--- src/rtl/control_multi.sv ---
// Multicycle MIPS control FSM: sequences R/LW/SW/BEQ/ADDI over a shared memory port.
// Optional J support when CTRL_JUMP_EN is defined.
module control_multi #(
  parameter int OP_W  = 6,
  parameter int CNT_W = 32
) (
  input  logic             clk,
  input  logic             reset_n,
  input  logic [OP_W-1:0]  opcode,
  input  logic             zero,
  input  logic             mem_ready,
  output logic             PCWrite,
  output logic             PCWriteCond,
  output logic             IorD,
  output logic             MemRead,
  output logic             MemWrite,
  output logic             IRWrite,
  output logic             MemtoReg,
  output logic             RegDst,
  output logic             RegWrite,
  output logic             ALUSrcA,
  output logic [1:0]       ALUSrcB,
  output logic [1:0]       ALUOp,
  output logic [1:0]       PCSource,
  output logic [3:0]       state,
  output logic             illegal_op,
  output logic [CNT_W-1:0] retired
);

  typedef enum logic [3:0] {
    S_IDLE   = 4'd0,
    S_FETCH  = 4'd1,
    S_DECODE = 4'd2,
    S_MEMADR = 4'd3,
    S_MEMRD  = 4'd4,
    S_MEMWB  = 4'd5,
    S_MEMWR  = 4'd6,
    S_EXEC   = 4'd7,
    S_RWB    = 4'd8,
    S_BRANCH = 4'd9,
    S_JUMP   = 4'd10,
    S_ADDIEX = 4'd11,
    S_ADDIWB = 4'd12
  } state_t;

  localparam logic [OP_W-1:0] OP_R    = OP_W'(0);
  localparam logic [OP_W-1:0] OP_BEQ  = OP_W'(4);
  localparam logic [OP_W-1:0] OP_ADDI = OP_W'(8);
  localparam logic [OP_W-1:0] OP_LW   = OP_W'(35);
  localparam logic [OP_W-1:0] OP_SW   = OP_W'(43);
`ifdef CTRL_JUMP_EN
  localparam logic [OP_W-1:0] OP_J    = OP_W'(2);
`endif

  state_t st, nx;
  logic   is_sw_q;
  logic   set_ill;
  logic   inc;
  logic   unused_zero;

  // zero is consumed by the datapath through PCWriteCond
  assign unused_zero = zero;
  assign state       = st;

  always_ff @(posedge clk or negedge reset_n) begin
    if (!reset_n) begin
      st         <= S_IDLE;
      is_sw_q    <= 1'b0;
      illegal_op <= 1'b0;
      retired    <= '0;
    end else begin
      st <= nx;
      if (st == S_DECODE)
        is_sw_q <= (opcode == OP_SW);
      if (set_ill)
        illegal_op <= 1'b1;
      if (inc)
        retired <= retired + 1'b1;
    end
  end

  always_comb begin
    nx          = st;
    set_ill     = 1'b0;
    inc         = 1'b0;
    PCWrite     = 1'b0;
    PCWriteCond = 1'b0;
    IorD        = 1'b0;
    MemRead     = 1'b0;
    MemWrite    = 1'b0;
    IRWrite     = 1'b0;
    MemtoReg    = 1'b0;
    RegDst      = 1'b0;
    RegWrite    = 1'b0;
    ALUSrcA     = 1'b0;
    ALUSrcB     = 2'b00;
    ALUOp       = 2'b00;
    PCSource    = 2'b00;
    case (st)
      S_IDLE: nx = S_FETCH;
      S_FETCH: begin
        MemRead = 1'b1;
        ALUSrcB = 2'b01;
        IRWrite = mem_ready;
        PCWrite = mem_ready;
        if (mem_ready)
          nx = S_DECODE;
      end
      S_DECODE: begin
        ALUSrcB = 2'b11;
        case (opcode)
          OP_LW,
          OP_SW:   nx = S_MEMADR;
          OP_R:    nx = S_EXEC;
          OP_BEQ:  nx = S_BRANCH;
          OP_ADDI: nx = S_ADDIEX;
`ifdef CTRL_JUMP_EN
          OP_J:    nx = S_JUMP;
`endif
          default: begin
            set_ill = 1'b1;
            nx      = S_FETCH;
          end
        endcase
      end
      S_MEMADR: begin
        ALUSrcA = 1'b1;
        ALUSrcB = 2'b10;
        nx      = is_sw_q ? S_MEMWR : S_MEMRD;
      end
      S_MEMRD: begin
        MemRead = 1'b1;
        IorD    = 1'b1;
        if (mem_ready)
          nx = S_MEMWB;
      end
      S_MEMWB: begin
        RegWrite = 1'b1;
        MemtoReg = 1'b1;
        inc      = 1'b1;
        nx       = S_FETCH;
      end
      S_MEMWR: begin
        MemWrite = 1'b1;
        IorD     = 1'b1;
        if (mem_ready) begin
          inc = 1'b1;
          nx  = S_FETCH;
        end
      end
      S_EXEC: begin
        ALUSrcA = 1'b1;
        ALUOp   = 2'b10;
        nx      = S_RWB;
      end
      S_RWB: begin
        RegWrite = 1'b1;
        RegDst   = 1'b1;
        inc      = 1'b1;
        nx       = S_FETCH;
      end
      S_BRANCH: begin
        ALUSrcA     = 1'b1;
        ALUOp       = 2'b01;
        PCWriteCond = 1'b1;
        PCSource    = 2'b01;
        inc         = 1'b1;
        nx          = S_FETCH;
      end
`ifdef CTRL_JUMP_EN
      S_JUMP: begin
        PCWrite  = 1'b1;
        PCSource = 2'b10;
        inc      = 1'b1;
        nx       = S_FETCH;
      end
`endif
      S_ADDIEX: begin
        ALUSrcA = 1'b1;
        ALUSrcB = 2'b10;
        nx      = S_ADDIWB;
      end
      S_ADDIWB: begin
        RegWrite = 1'b1;
        inc      = 1'b1;
        nx       = S_FETCH;
      end
      default: nx = S_FETCH;
    endcase
  end

endmodule

--- config.mk ---
export PLATFORM = sky130hd
export DESIGN_NAME = control_multi
export DESIGN_NICKNAME = d
export VERILOG_FILES = /design/src/rtl/control_multi.sv
export SDC_FILE = /design/constraint.sdc
export NUM_CORES = 1
export LEC_CHECK = 0
export ABC_AREA = 1
export CAP_MARGIN = 20
export CORE_MARGIN = 4
export CORE_UTILIZATION = 60
export CTS_CLUSTER_DIAMETER = 100
export DETAILED_ROUTE_END_ITERATION = 8
export DONT_BUFFER_PORTS = 1
export PLACE_DENSITY = 0.83
export SLEW_MARGIN = 20
export SYNTH_ARGS = -nofsm -noshare
export SYNTH_HDL_FRONTEND = slang
export SYNTH_SLANG_ARGS = --single-unit
--- constraint.sdc ---
create_clock -name clk -period 1.75 [get_ports clk]
set_input_delay 0.35 -clock clk [delete_from_list [all_inputs] [get_ports clk]]
set_output_delay 0.35 -clock clk [all_outputs]
set_load 0.005 [all_outputs]
# Word-level counts from Yosys, hierarchy flattened

Cells that the tools add are included.

Flip-flop bits (word level): 38
Output and inout bits: 53
Latch bits: 0
Memories kept: 0
RAM bits: 0
ROM bits: 0

Muxes and demuxes: 22
Reductions and logical operators: 10
Order comparisons: 0
Equality and inequality tests: 18
Bitwise operators: 0
Shift operators: 0
Multiply operators: 0
Div/mod/pow operators: 0
$add $sub $neg: 1

Operators with widths:

| cell                                                 | count |
|---|---|
| adder 32 x 1 -> 32 bit (second input constant)       | 1 |
| case mux 4 bit (7 select lines)                      | 1 |
| equality test 4 x 3 -> 1 bit (second input constant) | 4 |
| equality test 4 bit (second input constant)          | 4 |
| case mux 4 bit (4 select lines)                      | 1 |
| 2-to-1 mux 1 bit                                     | 13 |
| equality test 6 bit (second input constant)          | 2 |
| 2-to-1 mux 4 bit                                     | 3 |
| equality test 4 x 2 -> 1 bit (second input constant) | 2 |
| OR reduction 2 bit                                   | 4 |
| OR reduction 4 bit                                   | 2 |
| equality test 6 x 3 -> 1 bit (second input constant) | 1 |
| equality test 6 x 4 -> 1 bit (second input constant) | 1 |
| logical NOT 6 bit                                    | 1 |
| inequality test 2 bit (second input constant)        | 3 |
| case mux 2 bit (3 select lines)                      | 1 |
| OR reduction 5 bit                                   | 1 |
| equality test 4 x 1 -> 1 bit (second input constant) | 1 |
| case mux 2 bit (2 select lines)                      | 1 |
| AND reduction 3 bit                                  | 1 |
| OR reduction 3 bit                                   | 1 |
| 2-to-1 mux 2 bit                                     | 1 |
| case mux 1 bit (2 select lines)                      | 1 |

# Depth between registers and ports, before layout

Depth in word-level cells: 4
Mapped depth: 10

# Worst setup path before layout

OpenSTA, ideal clock, no wires.

Kind: reg2out
Start point: register st[2], in the netlist state[2]
End point: output port PCWrite
Slack: 0.207 ns
Data required time: 1.400 ns
Arrival time: 1.193 ns
Cell stages (with the launch flop): 7
Cells stage by stage: dfrtp_1 > nor2_1 > inv_1 > nor2_1 > inv_1 > nor2_1 > buf_4

Cells in the longest elaborated chain, start to end: 2

Ends and longest elaborated chain:

| element                      | line | RTL |
|---|---|---|
| start: declaration           | 55   | `state_t st, nx;` |
| start signal: assignment     | 72   | `st <= nx;` |
| equality test 4 x 1 -> 1 bit | --   |  |
| 2-to-1 mux 1 bit             | --   |  |
| end: declaration             | 12   | `output logic PCWrite,` |

No other way between the ends.

# Worst setup path after layout

Start point: register st[3], in the netlist state[3]
End point: output port ALUSrcB[0]

Cells in the longest elaborated chain, start to end: 3

Ends and longest elaborated chain:

| element                                                                    | line | RTL |
|---|---|---|
| equality test 4 bit / equality test 4 x 2 -> 1 bit (equally long branches) | 99   | `case (st)` |
| OR reduction 2 bit (no line)                                               | --   |  |
| case mux 2 bit (3 select lines) (*)                                        | 99   |  |
| end: declaration                                                           | 22   | `output logic [1:0] ALUSrcB,` |

Mark *: on every way between the ends. The rest lies on a longest branch, timed or not.

==> flow_summary.toml <==
[route]
route.detailed.vias_per_inst = 5.32
drtIter0Drc = 174
drt_pass_1_iters = 5
via_count = 2504
route.detailed.wl_per_inst_microns = 12.9
ant_nets = 0
routed_wirelength_microns = 6070
drc = 0

[worst_setup_path]
cp_num_cells = 6
timing.critical_path.slowest_cell_delay_ns = 0.45
worstPathRequired_ns = 1.40
worst-setup-path-type = "reg -> out"
type_of_element_launching_the_critical_path = "flip-flop"
largest_fanout_on_the_critical_path = 4
worst_setup_end_kind = "output port"
crit_chain = "nor2_2 > buf_4 > nand2_1 > nor2_2 > nor2_1 > inv_1"
worst_path_dominant_cell_family = "flip-flops"
worst-r2r-setup-slack_ns = 0.14
r2r_end = "retired[21]"
r2r_start = "state[3]"
crit_start = "state[3]"
timing.critical_path.slowest_stage_cell = "sky130_fd_sc_hd__dfrtp_2"
path_buf_inv = 2
critical-path-top-cell-by-count = "sky130_fd_sc_hd__nor2_2"
worstSetupEndpoint = "ALUSrcB[0]"
worst_ep_arrival_time_ns = 1.34
reg2regPathDepth = 9

[synth]
post-synth-top-area-cell = "sky130_fd_sc_hd__dfrtp_1"
synth_compound_area_frac = 0.0509
synth_simple_gate_area_share = 0.454
muxShareOfSynthArea = 0
yosysSeqAreaShare = 0.365
ys_top_cells_by_count = "sky130_fd_sc_hd__nand2_1, sky130_fd_sc_hd__nor2_1, sky130_fd_sc_hd__inv_1, sky130_fd_sc_hd__dfrtp_1, sky130_fd_sc_hd__nand3_1"
post_synth.cell_area_avg_sq_um = 6.30
synth_top_family_by_area = "simple AND/OR/NAND/NOR gates"
synth.area.top_cells = "sky130_fd_sc_hd__dfrtp_1, sky130_fd_sc_hd__nand2_1, sky130_fd_sc_hd__nor2_1"
synth.ff_latch_count = 38
yosys.cell_count.top_type = "sky130_fd_sc_hd__nand2_1"
post_synth_xor_area_fraction = 0.0302
synth_enable_flop_cells = 0
syn_inst = 414
syn-cell-area_sq_um = 2610
yosys_warnings = 0
ys_async_sr_fraction = 1.00
synth_top_area_share = 0.365
synth_adder_area_share = 0.00480
ys_types = 26
mappedNetlistNets = 425
commonest_register_cell_after_synthesis = "sky130_fd_sc_hd__dfrtp_1"

[place]
pre_cts_ws_ns = 0.157
port_buffers = 0
routabilityCongestion = 0.940
hpwlAfterDp_microns = 4680

[cts]
path_clk_slew_ns = 0.07
clockRootBuffer = "sky130_fd_sc_hd__clkbuf_8"
cts_tree = "built"
clock_sink_count = 38
cts_buffer_depth = 2
clock_insertion_delay_worst_skew_ns = 0.29
post-cts-setup-buffer-count = 0
cts_made_buffers = 5
htree_levels = 2

[die]
floorplan.die.width_microns = 73.9
start_util = 0.638
die_footprint_sq_um = 5460
core_area_sq_um = 4090
design.portCount = 63
die_height_microns = 73.9
num_rows = 23

[power]
power_density_nw_per_um2 = 985
power.ir.vdd_worst_uv = 814
power_leakage_nw = 1.31

[global_routing]
grtUsageTotal = 0.236
first_global_vias = 2343
grt_pass1_wl_microns = 10100
number_of_antenna_violations_at_the_first_check_in_global_routing = 0
largest_net_degree_at_the_start_of_global_routing = 39
grt_remaining_overflow = 0

[sta]
timing.final.crit_share = 0.966
setup-tns-final_ns = 0
endpoints_failing_hold = 0
setup-violations-final = 0
fin_crit_ns = 1.69
layout_setup_ws_ns = 0.0597
rsz0062_at_grt = "true"
clock.fmax_mhz = 592
slew_violations = 0
fin_skew_ns = 0.00732

[job]
maxCapViolations = 0

[finish]
insertedDiodeCount = 0
area_growth_from_synthesis_to_layout_pct = 7.63
nets = 432
final_layout_size_suffix_gt1_frac = 0.102

[run_status]
run_status = "finished clean"

[worst_hold_path]
worstHoldPathType = "in -> reg"
## logic make-up (layout without fill, tap and decap cells)
kind of cell,after synthesis,count (layout)
AND/OR/NAND/NOR,286,286
adder cells (fa/ha/maj),1,1
other,1,1
buffers and inverters,54,61
AO/OA/AOI/OAI,25,25
flip-flops,38,38
XOR/XNOR,9,9
## per-layer routing
layer | routed length (microns) | vias to the layer above | global-route usage
met5 | 0 | - | 0
met4 | 121 | 0 | 0.105
met3 | 596 | 14 | 0.0793
met2 | 2820 | 97 | 0.374
met1 | 2530 | 1108 | 0.292
li1 | - | 1285 | -
## where the power goes
part	switching, mW	internal (mW)
logic	0.718	0.368
registers	0.132	0.984
clock network	0.293	0.267
total	1.14	1.62
## registers in the layout (all words and copies together) (netlist names)
| name | count |
|---|---|
| illegal_op | 1 |
| retired | 32 |
| is_sw_q | 1 |
| state | 4 |
## area by class of cell
cell class | count | area [sq um]
Sequential cell | 38 | 956
Clock inverter | 2 | 10.0
Tap cell | 50 | 62.6
Clock buffer | 5 | 68.8
Multi-Input combinational cell | 322 | 1440
Inverter | 44 | 165
Fill cell | 350 | 1280
Timing Repair Buffer | 10 | 103
## through the flow
stage	cells	total power [mW]	utilization	area (sq um)	hold WS, ns
2_1_floorplan	414	1.93	-	2610	0.0544
4_1_cts	471	2.75	0.681	2780	0.218
5_1_grt	471	2.96	0.686	2810	0.247
6_report	471	2.76	0.686	2810	0.223
3_5_place_dp	462	2.14	0.651	2660	0.0553
3_3_place_gp	462	2.10	0.651	2660	0.0553
## worst min-delay path by stage
stage / cells after the start / endpoint / slack, ns / start
global route: 2 / is_sw_q / 0.25 / opcode[5]
detailed placement: 0 / retired[3] / 0.06 / reset_n
finish: 2 / is_sw_q / 0.22 / opcode[5]
global placement: 0 / retired[3] / 0.06 / reset_n
CTS: 2 / is_sw_q / 0.22 / opcode[5]
floorplan: 0 / illegal_op / 0.05 / reset_n
## timing repair
item,in CTS,in global routing
gates resized for setup,4,9
hold endpoints to repair,38,0
hold buffers,2,0
setup endpoints to repair,4,14
pin swaps,0,1
## layout by cell type, fill, tap and decap left out, types with 5 or more instances in the layout
| master | synthesis | final |
|---|---|---|
| sky130_fd_sc_hd__buf_4 | 7 | 7 |
| sky130_fd_sc_hd__clkbuf_8 | 0 | 5 |
| sky130_fd_sc_hd__dfrtp_1 | 38 | 34 |
| sky130_fd_sc_hd__inv_1 | 40 | 40 |
| sky130_fd_sc_hd__nand2_1 | 172 | 171 |
| sky130_fd_sc_hd__nand3_1 | 21 | 21 |
| sky130_fd_sc_hd__nand3b_1 | 5 | 5 |
| sky130_fd_sc_hd__nor2_1 | 67 | 62 |
| sky130_fd_sc_hd__nor2_2 | 6 | 9 |
| sky130_fd_sc_hd__nor3_1 | 7 | 6 |
| sky130_fd_sc_hd__o21ai_0 | 17 | 17 |
| sky130_fd_sc_hd__xor2_1 | 9 | 9 |
No activity file was read; power rests on OpenSTA's default activity.
